## src/rtl/cpu_clk_ctrl.sv

```systemverilog
// ---------------------------------------------------------------------------
// cpu_clk_ctrl
//   CPU clock-enable controller. All CPU timing is expressed as single-cycle
//   enable pulses on i_sysclk instead of derived clocks. A small FSM sequences
//   the CPU through HALT / RUN / STEP. The CPU divide ratio can be reloaded at
//   runtime over a valid/ready handshake, accepted only while halted. An
//   independent free-running divider produces the LED scan tick.
//
//   Optional feature macro: CLKCTRL_CYCLE_CNT_EN
//     defined   -> o_cycle_count port and 32-bit issued-cycle counter exist
//     undefined -> port and counter are absent, all else identical
//
// Parameters
//   DIV_DEFAULT  reset divide ratio (sysclk cycles per CPU cycle)
//   LED_DIV      sysclk cycles per o_led_tick pulse (>= 1)
//   CNT_W        width of the divide ratio and phase counter
//
// Ports
//   i_sysclk       system clock, everything on the rising edge
//   i_reset        synchronous active-high reset
//   i_run          level, 1 = free-run request
//   i_step_req     level, each rising edge requests one CPU cycle
//   i_cfg_valid    divide-ratio load request
//   i_cfg_div      new divide ratio (0 is treated as 1)
//   o_cfg_ready    load accepted this cycle if i_cfg_valid (HALT only)
//   o_cpu_en       one-sysclk CPU clock-enable pulse
//   o_step_done    one-sysclk pulse, single step executed
//   o_led_tick     one-sysclk LED scan pulse
//   o_mode         current state: 0 HALT, 1 RUN, 2 STEP
//   o_cycle_count  CPU cycles issued (CLKCTRL_CYCLE_CNT_EN only)
// ---------------------------------------------------------------------------
module cpu_clk_ctrl #(
  parameter int unsigned DIV_DEFAULT = 50_000_000,
  parameter int unsigned LED_DIV     = 50_000,
  parameter int unsigned CNT_W       = 32
) (
  input  logic             i_sysclk,
  input  logic             i_reset,
  input  logic             i_run,
  input  logic             i_step_req,
  input  logic             i_cfg_valid,
  input  logic [CNT_W-1:0] i_cfg_div,
  output logic             o_cfg_ready,
  output logic             o_cpu_en,
  output logic             o_step_done,
  output logic             o_led_tick,
  output logic [1:0]       o_mode
`ifdef CLKCTRL_CYCLE_CNT_EN
  ,
  output logic [31:0]      o_cycle_count
`endif
);

  // Divide ratio of 0 is meaningless; treat it as 1 both at reset and on load.
  localparam logic [CNT_W-1:0] DIV_RST =
    (DIV_DEFAULT == 0) ? CNT_W'(1) : CNT_W'(DIV_DEFAULT);

  localparam int unsigned      LED_W    = (LED_DIV > 1) ? $clog2(LED_DIV) : 1;
  localparam logic [LED_W-1:0] LED_LAST = LED_W'(LED_DIV - 1);

  typedef enum logic [1:0] {
    ST_HALT = 2'd0,
    ST_RUN  = 2'd1,
    ST_STEP = 2'd2
  } state_t;

  state_t           r_state;
  logic [CNT_W-1:0] r_div;
  logic [CNT_W-1:0] r_phase;
  logic             r_step_prev;
  logic             r_cpu_en;
  logic             r_step_done;
  logic [LED_W-1:0] r_led_cnt;
  logic             r_led_tick;

  logic             w_step_edge;
  logic             w_cfg_fire;
  logic [CNT_W-1:0] w_cfg_div_clamp;
  logic [CNT_W-1:0] w_div_eff;
  logic [CNT_W-1:0] w_div_last;
  logic [CNT_W-1:0] w_phase_nxt;
  logic [LED_W-1:0] w_led_nxt;

  // Handshake and step-edge decode.
  assign w_step_edge     = i_step_req & ~r_step_prev;
  assign w_cfg_fire      = i_cfg_valid & o_cfg_ready;
  assign w_cfg_div_clamp = (i_cfg_div == '0) ? CNT_W'(1) : i_cfg_div;

  // A load coinciding with HALT->RUN must already govern the first RUN period.
  assign w_div_eff  = w_cfg_fire ? w_cfg_div_clamp : r_div;
  assign w_div_last = r_div - CNT_W'(1);

  // Phase advance in RUN; >= guards against any phase beyond the ratio.
  assign w_phase_nxt = (r_phase >= w_div_last) ? '0 : r_phase + CNT_W'(1);

  // The enable is registered one cycle ahead: it is set when the phase being
  // loaded equals N-1, so the pulse coincides with the cycle whose phase is N-1.
  always_ff @(posedge i_sysclk) begin
    if (i_reset) begin
      r_state     <= ST_HALT;
      r_div       <= DIV_RST;
      r_phase     <= '0;
      r_step_prev <= 1'b0;
      r_cpu_en    <= 1'b0;
      r_step_done <= 1'b0;
    end else begin
      r_step_prev <= i_step_req;
      r_cpu_en    <= 1'b0;
      r_step_done <= 1'b0;
      if (w_cfg_fire) begin
        r_div <= w_cfg_div_clamp;
      end
      case (r_state)
        ST_HALT: begin
          r_phase <= '0;
          if (i_run) begin
            r_state  <= ST_RUN;
            r_cpu_en <= (w_div_eff == CNT_W'(1));
          end else if (w_step_edge) begin
            r_state     <= ST_STEP;
            r_cpu_en    <= 1'b1;
            r_step_done <= 1'b1;
          end
        end
        ST_RUN: begin
          if (!i_run) begin
            // A pulse already issued for this cycle stands; nothing follows.
            r_state <= ST_HALT;
            r_phase <= '0;
          end else begin
            r_phase  <= w_phase_nxt;
            r_cpu_en <= (w_phase_nxt == w_div_last);
          end
        end
        ST_STEP: begin
          r_state <= ST_HALT;
          r_phase <= '0;
        end
        default: begin
          r_state <= ST_HALT;
          r_phase <= '0;
        end
      endcase
    end
  end

  // Free-running LED divider, same one-ahead registration as the CPU enable.
  assign w_led_nxt = (r_led_cnt == LED_LAST) ? '0 : r_led_cnt + LED_W'(1);

  always_ff @(posedge i_sysclk) begin
    if (i_reset) begin
      r_led_cnt  <= '0;
      r_led_tick <= 1'b0;
    end else begin
      r_led_cnt  <= w_led_nxt;
      r_led_tick <= (w_led_nxt == LED_LAST);
    end
  end

`ifdef CLKCTRL_CYCLE_CNT_EN
  logic [31:0] r_cycle_count;

  // Counts each issued enable pulse; wraps naturally at 2^32.
  always_ff @(posedge i_sysclk) begin
    if (i_reset) begin
      r_cycle_count <= '0;
    end else if (r_cpu_en) begin
      r_cycle_count <= r_cycle_count + 32'd1;
    end
  end

  assign o_cycle_count = r_cycle_count;
`endif

  assign o_cfg_ready = (r_state == ST_HALT);
  assign o_mode      = 2'(r_state);
  assign o_cpu_en    = r_cpu_en;
  assign o_step_done = r_step_done;
  assign o_led_tick  = r_led_tick;

endmodule
```

## config.mk

```make
export PLATFORM = sky130hd
export DESIGN_NAME = cpu_clk_ctrl
export DESIGN_NICKNAME = d
export VERILOG_FILES = /design/src/rtl/cpu_clk_ctrl.sv
export SDC_FILE = /design/constraint.sdc
export NUM_CORES = 1
export LEC_CHECK = 0
export ABC_AREA = 1
export CAP_MARGIN = 20
export CORE_ASPECT_RATIO = 1.2
export CORE_UTILIZATION = 55
export CTS_CLUSTER_SIZE = 40
export DETAILED_ROUTE_END_ITERATION = 6
export GPL_ROUTABILITY_DRIVEN = 0
export PLACE_DENSITY = 0.75
export RECOVER_POWER = 50
export SETUP_SLACK_MARGIN = 0.02
export SYNTH_ARGS = -nofsm -noshare
export SYNTH_HDL_FRONTEND = slang
export SYNTH_SLANG_ARGS = --single-unit
```

## constraint.sdc

```tcl
create_clock -name i_sysclk -period 3.5 [get_ports i_sysclk]
set_clock_uncertainty 0.2 [all_clocks]
set_input_delay 0.35 -clock i_sysclk [delete_from_list [all_inputs] [get_ports i_sysclk]]
set_output_delay 0.35 -clock i_sysclk [all_outputs]
set_load 0.005 [all_outputs]
```

==> results.md <==
- Status: finished with violations
- Violated checks: setup timing
- H-tree Lvls: 3
- First-pass GRT wire length: 29900 microns
- Clock root buffer master: clkbuf_16
- Max frequency: 270 MHz
- Crit path time final: 3700 ps
- Total grt overflow: 0
- Initial antenna violation count: 0
- Seq. cell area: roughly 1700 sq um
- Area taken by multi-input logic gates: 4130 sq um
- Post-DP HPWL: around 14000 microns
- #FFs+latches synth: 86
- Synth top area share: 0.262
- Final worst setup slack: -198 ps
- Die W: a little over 100 microns
- Number of synthesized flops with an enable pin: 0
- Max-slew violation count: 0
- Ranking of synthesized cells by area: dfxtp_1 26%, nand2_1 16%, nor2_1 10%
- Starting Density: 0.567
- Layout Utilization: 0.711
- Total CTS buffers: 9
- Unique masters post-synth: 36
- DRC viols: 0
- Vert. Die Dim: 122 microns
- Syn nets: 1150
- Port buffer count: 42
- CTS tree: done
- Pin count of the biggest net entering global routing: 42
- Hold-fix buffers, CTS: 0
- Routed wire per std cell: between 10 and 15 microns
- RSZ-0062 raised after global routing: yes
- # setup viols final: 1
- Layout fillers: around 1000
- Max VDD drop: roughly 0.33 mV
- Ys flop type: dfxtp_1
- Crit Path Class: register to register
- Final Instance Count excl. Fillers: around 1400
- Rel. slew slack: 0.442
- Critical Path Source Type: register
- Total GRT Usage: 0.312
- Die ar.: between 10000 and 15000 sq um
- Most common cell in the netlist: nand2_1
- Crit Path Max Fanout: 21
- YS warnings: 0
- Critical path required time: around 3600 ps
- Final hold vios: 0
- Least-Margin Pin Slew: around 840 ps
- Max-cap violations: 0
- DRT Pass-1 Iters: 4
- Cells after DPL: about 1400
- Sequential area share after synthesis: 0.262
- Via density: slightly above 5
- Reg clk slew, reported paths: about 80 ps
- CORE AREA: about 12000 sq um
- CP endpoint kind: register
- DR vias: 6944
- Synth area leader: dfxtp_1
- # nets final: ~1300
- Fin crit share: 1.06
- Clock Tree Buf Depth: 2
- Power per cell area: 309 nW/um^2
- HP Class: register to register
- Drt total wl: roughly 18000 microns
- Share of layout cells above drive strength 1: 0.148
- Cell Area, Synth: 6560 sq um
- Async SR Flop Fraction: 0
- Area Overhead vs Synth: 25.4%
- Leak Pwr: between 3 and 4 nW
- Vias in the first global route: 6539
- Detail Route Antenna Nets: 0
- Most frequent cells after synthesis: 275 x nand2_1, 183 x nor2_1, 167 x inv_1
- Io pins: 43
- CP arrival: ~3800 ps
- Synthesized instance count: about 1100
- Syn Area/Cell: between 6 and 7 sq um
- FP Rows: 43
- Clk sinks: 86
- Antenna Diode Count: 0
- 1st-iter DRT viols: between 300 and 400
- Worst skew pair latency: between 300 and 400 ps
==> flip-flops by register name, indices dropped and copies added, names as in the netlist <==
signal and cells:
r_div 32, r_phase 32, r_led_cnt 16, o_mode 2, o_cpu_en 1, o_led_tick 1
o_step_done 1, r_step_prev 1
==> path summary, 6_finish.rpt <==
path / start / to / slack (ps) / cells after the start
max: r_div[7]$_SDFF_PP1_ / o_cpu_en$_SDFF_PP0_ / -200 / 21
min: r_led_cnt[0]$_SDFF_PP0_ / r_led_cnt[0]$_SDFF_PP0_ / 300 / 1
max reg2reg: r_div[7]$_SDFF_PP1_ / o_cpu_en$_SDFF_PP0_ / -200 / 21
min reg2reg: r_led_cnt[0]$_SDFF_PP0_ / r_led_cnt[0]$_SDFF_PP0_ / 300 / 1
==> repair_timing <==
item / in CTS / in global routing
setup buffers: 4 / 2
pin swaps: 4 / 1
endpoints found under the setup margin: 1 / 5
resized for setup: 7 / 9
==> stage by stage <==
step | worst slack, ps | setup TNS, ps | total power [mW] | area, sq um | hold WS [ps]
finish | -198 | -198 | 2.54 | 8220 | 296
CTS | -185 | -185 | 2.54 | 8190 | 294
floorplan | 301 | 0 | 1.34 | 6560 | 241
global route | -469 | -469 | 2.66 | 8220 | 327
global placement | -241 | -241 | 1.56 | 7840 | 263
detailed placement | -331 | -331 | 1.56 | 7840 | 276
==> per-layer routing <==
metal | wire, microns | share of wire | GRT usage | vias to the layer above
li1 | - | - | - | 3644
met5 | 0 | 0 | 0 | -
met1 | 7730 | 0.43 | 0.364 | 3066
met4 | 860 | 0.048 | 0.185 | 0
met3 | 892 | 0.049 | 0.0574 | 53
met2 | 8590 | 0.48 | 0.529 | 181
==> power breakdown <==
group          total [mW]  internal [mW]  switching, mW
clock               0.977          0.506          0.471
sequential           1.04           1.01         0.0312
combinational       0.522          0.238          0.285
==> layout make-up <==
| type | count | share of cell area |
|---|---|---|
| timing repair buffer | 146 | 0.148 |
| inverter | 175 | 0.0802 |
| tap | 157 | 0.0239 |
| sequential | 86 | 0.210 |
| clock inverter | 7 | 0.00837 |
| multi-input combinational | 793 | 0.502 |
| clock buffer | 9 | 0.0274 |
==> logic make-up after synthesis <==
group	after synthesis	share of synthesized area
compound gates	64	0.0517
xor+xnor	49	0.0654
fa+ha+maj	36	0.0687
buf+inv	198	0.115
flops	86	0.262
mux	1	0.00153
simple gates	643	0.435
==> critical path, stage by stage (launching register included) <==
cell and delay (ps):
dfxtp_1 360, nor2_1 180, nand2_1 90, nor2_2 180
nand3_1 160, nor2_1 150, xor2_1 260, ha_1 300
a21oi_1 160, o21a_1 130, nand2_1 60, nor2_2 220
buf_12 190, buf_4 140, nand4_1 120, nand2_1 100
nand3_1 70, nor2_1 180, nand3_1 100, nor2_1 100
nand2_1 70, a21oi_2 100
==> layout by cell type, fill, tap and decap left out, types with 5 or more instances in the layout <==
master and count:
nand2_1 273, nor2_1 178, inv_1 167, buf_4 100, dfxtp_1 84, nand3_1 60
nand4_1 51, o21ai_0 41, xor2_1 37, ha_1 36, clkdlybuf4s50_1 35, nor2_2 22
nor3_1 14, nand2_2 11, a21oi_1 11, xnor2_1 10, clkbuf_16 9, dlygate4sd3_1 7
or2_2 6, nor4_1 6, nand3b_1 5
(Power assumes the default switching activity.)
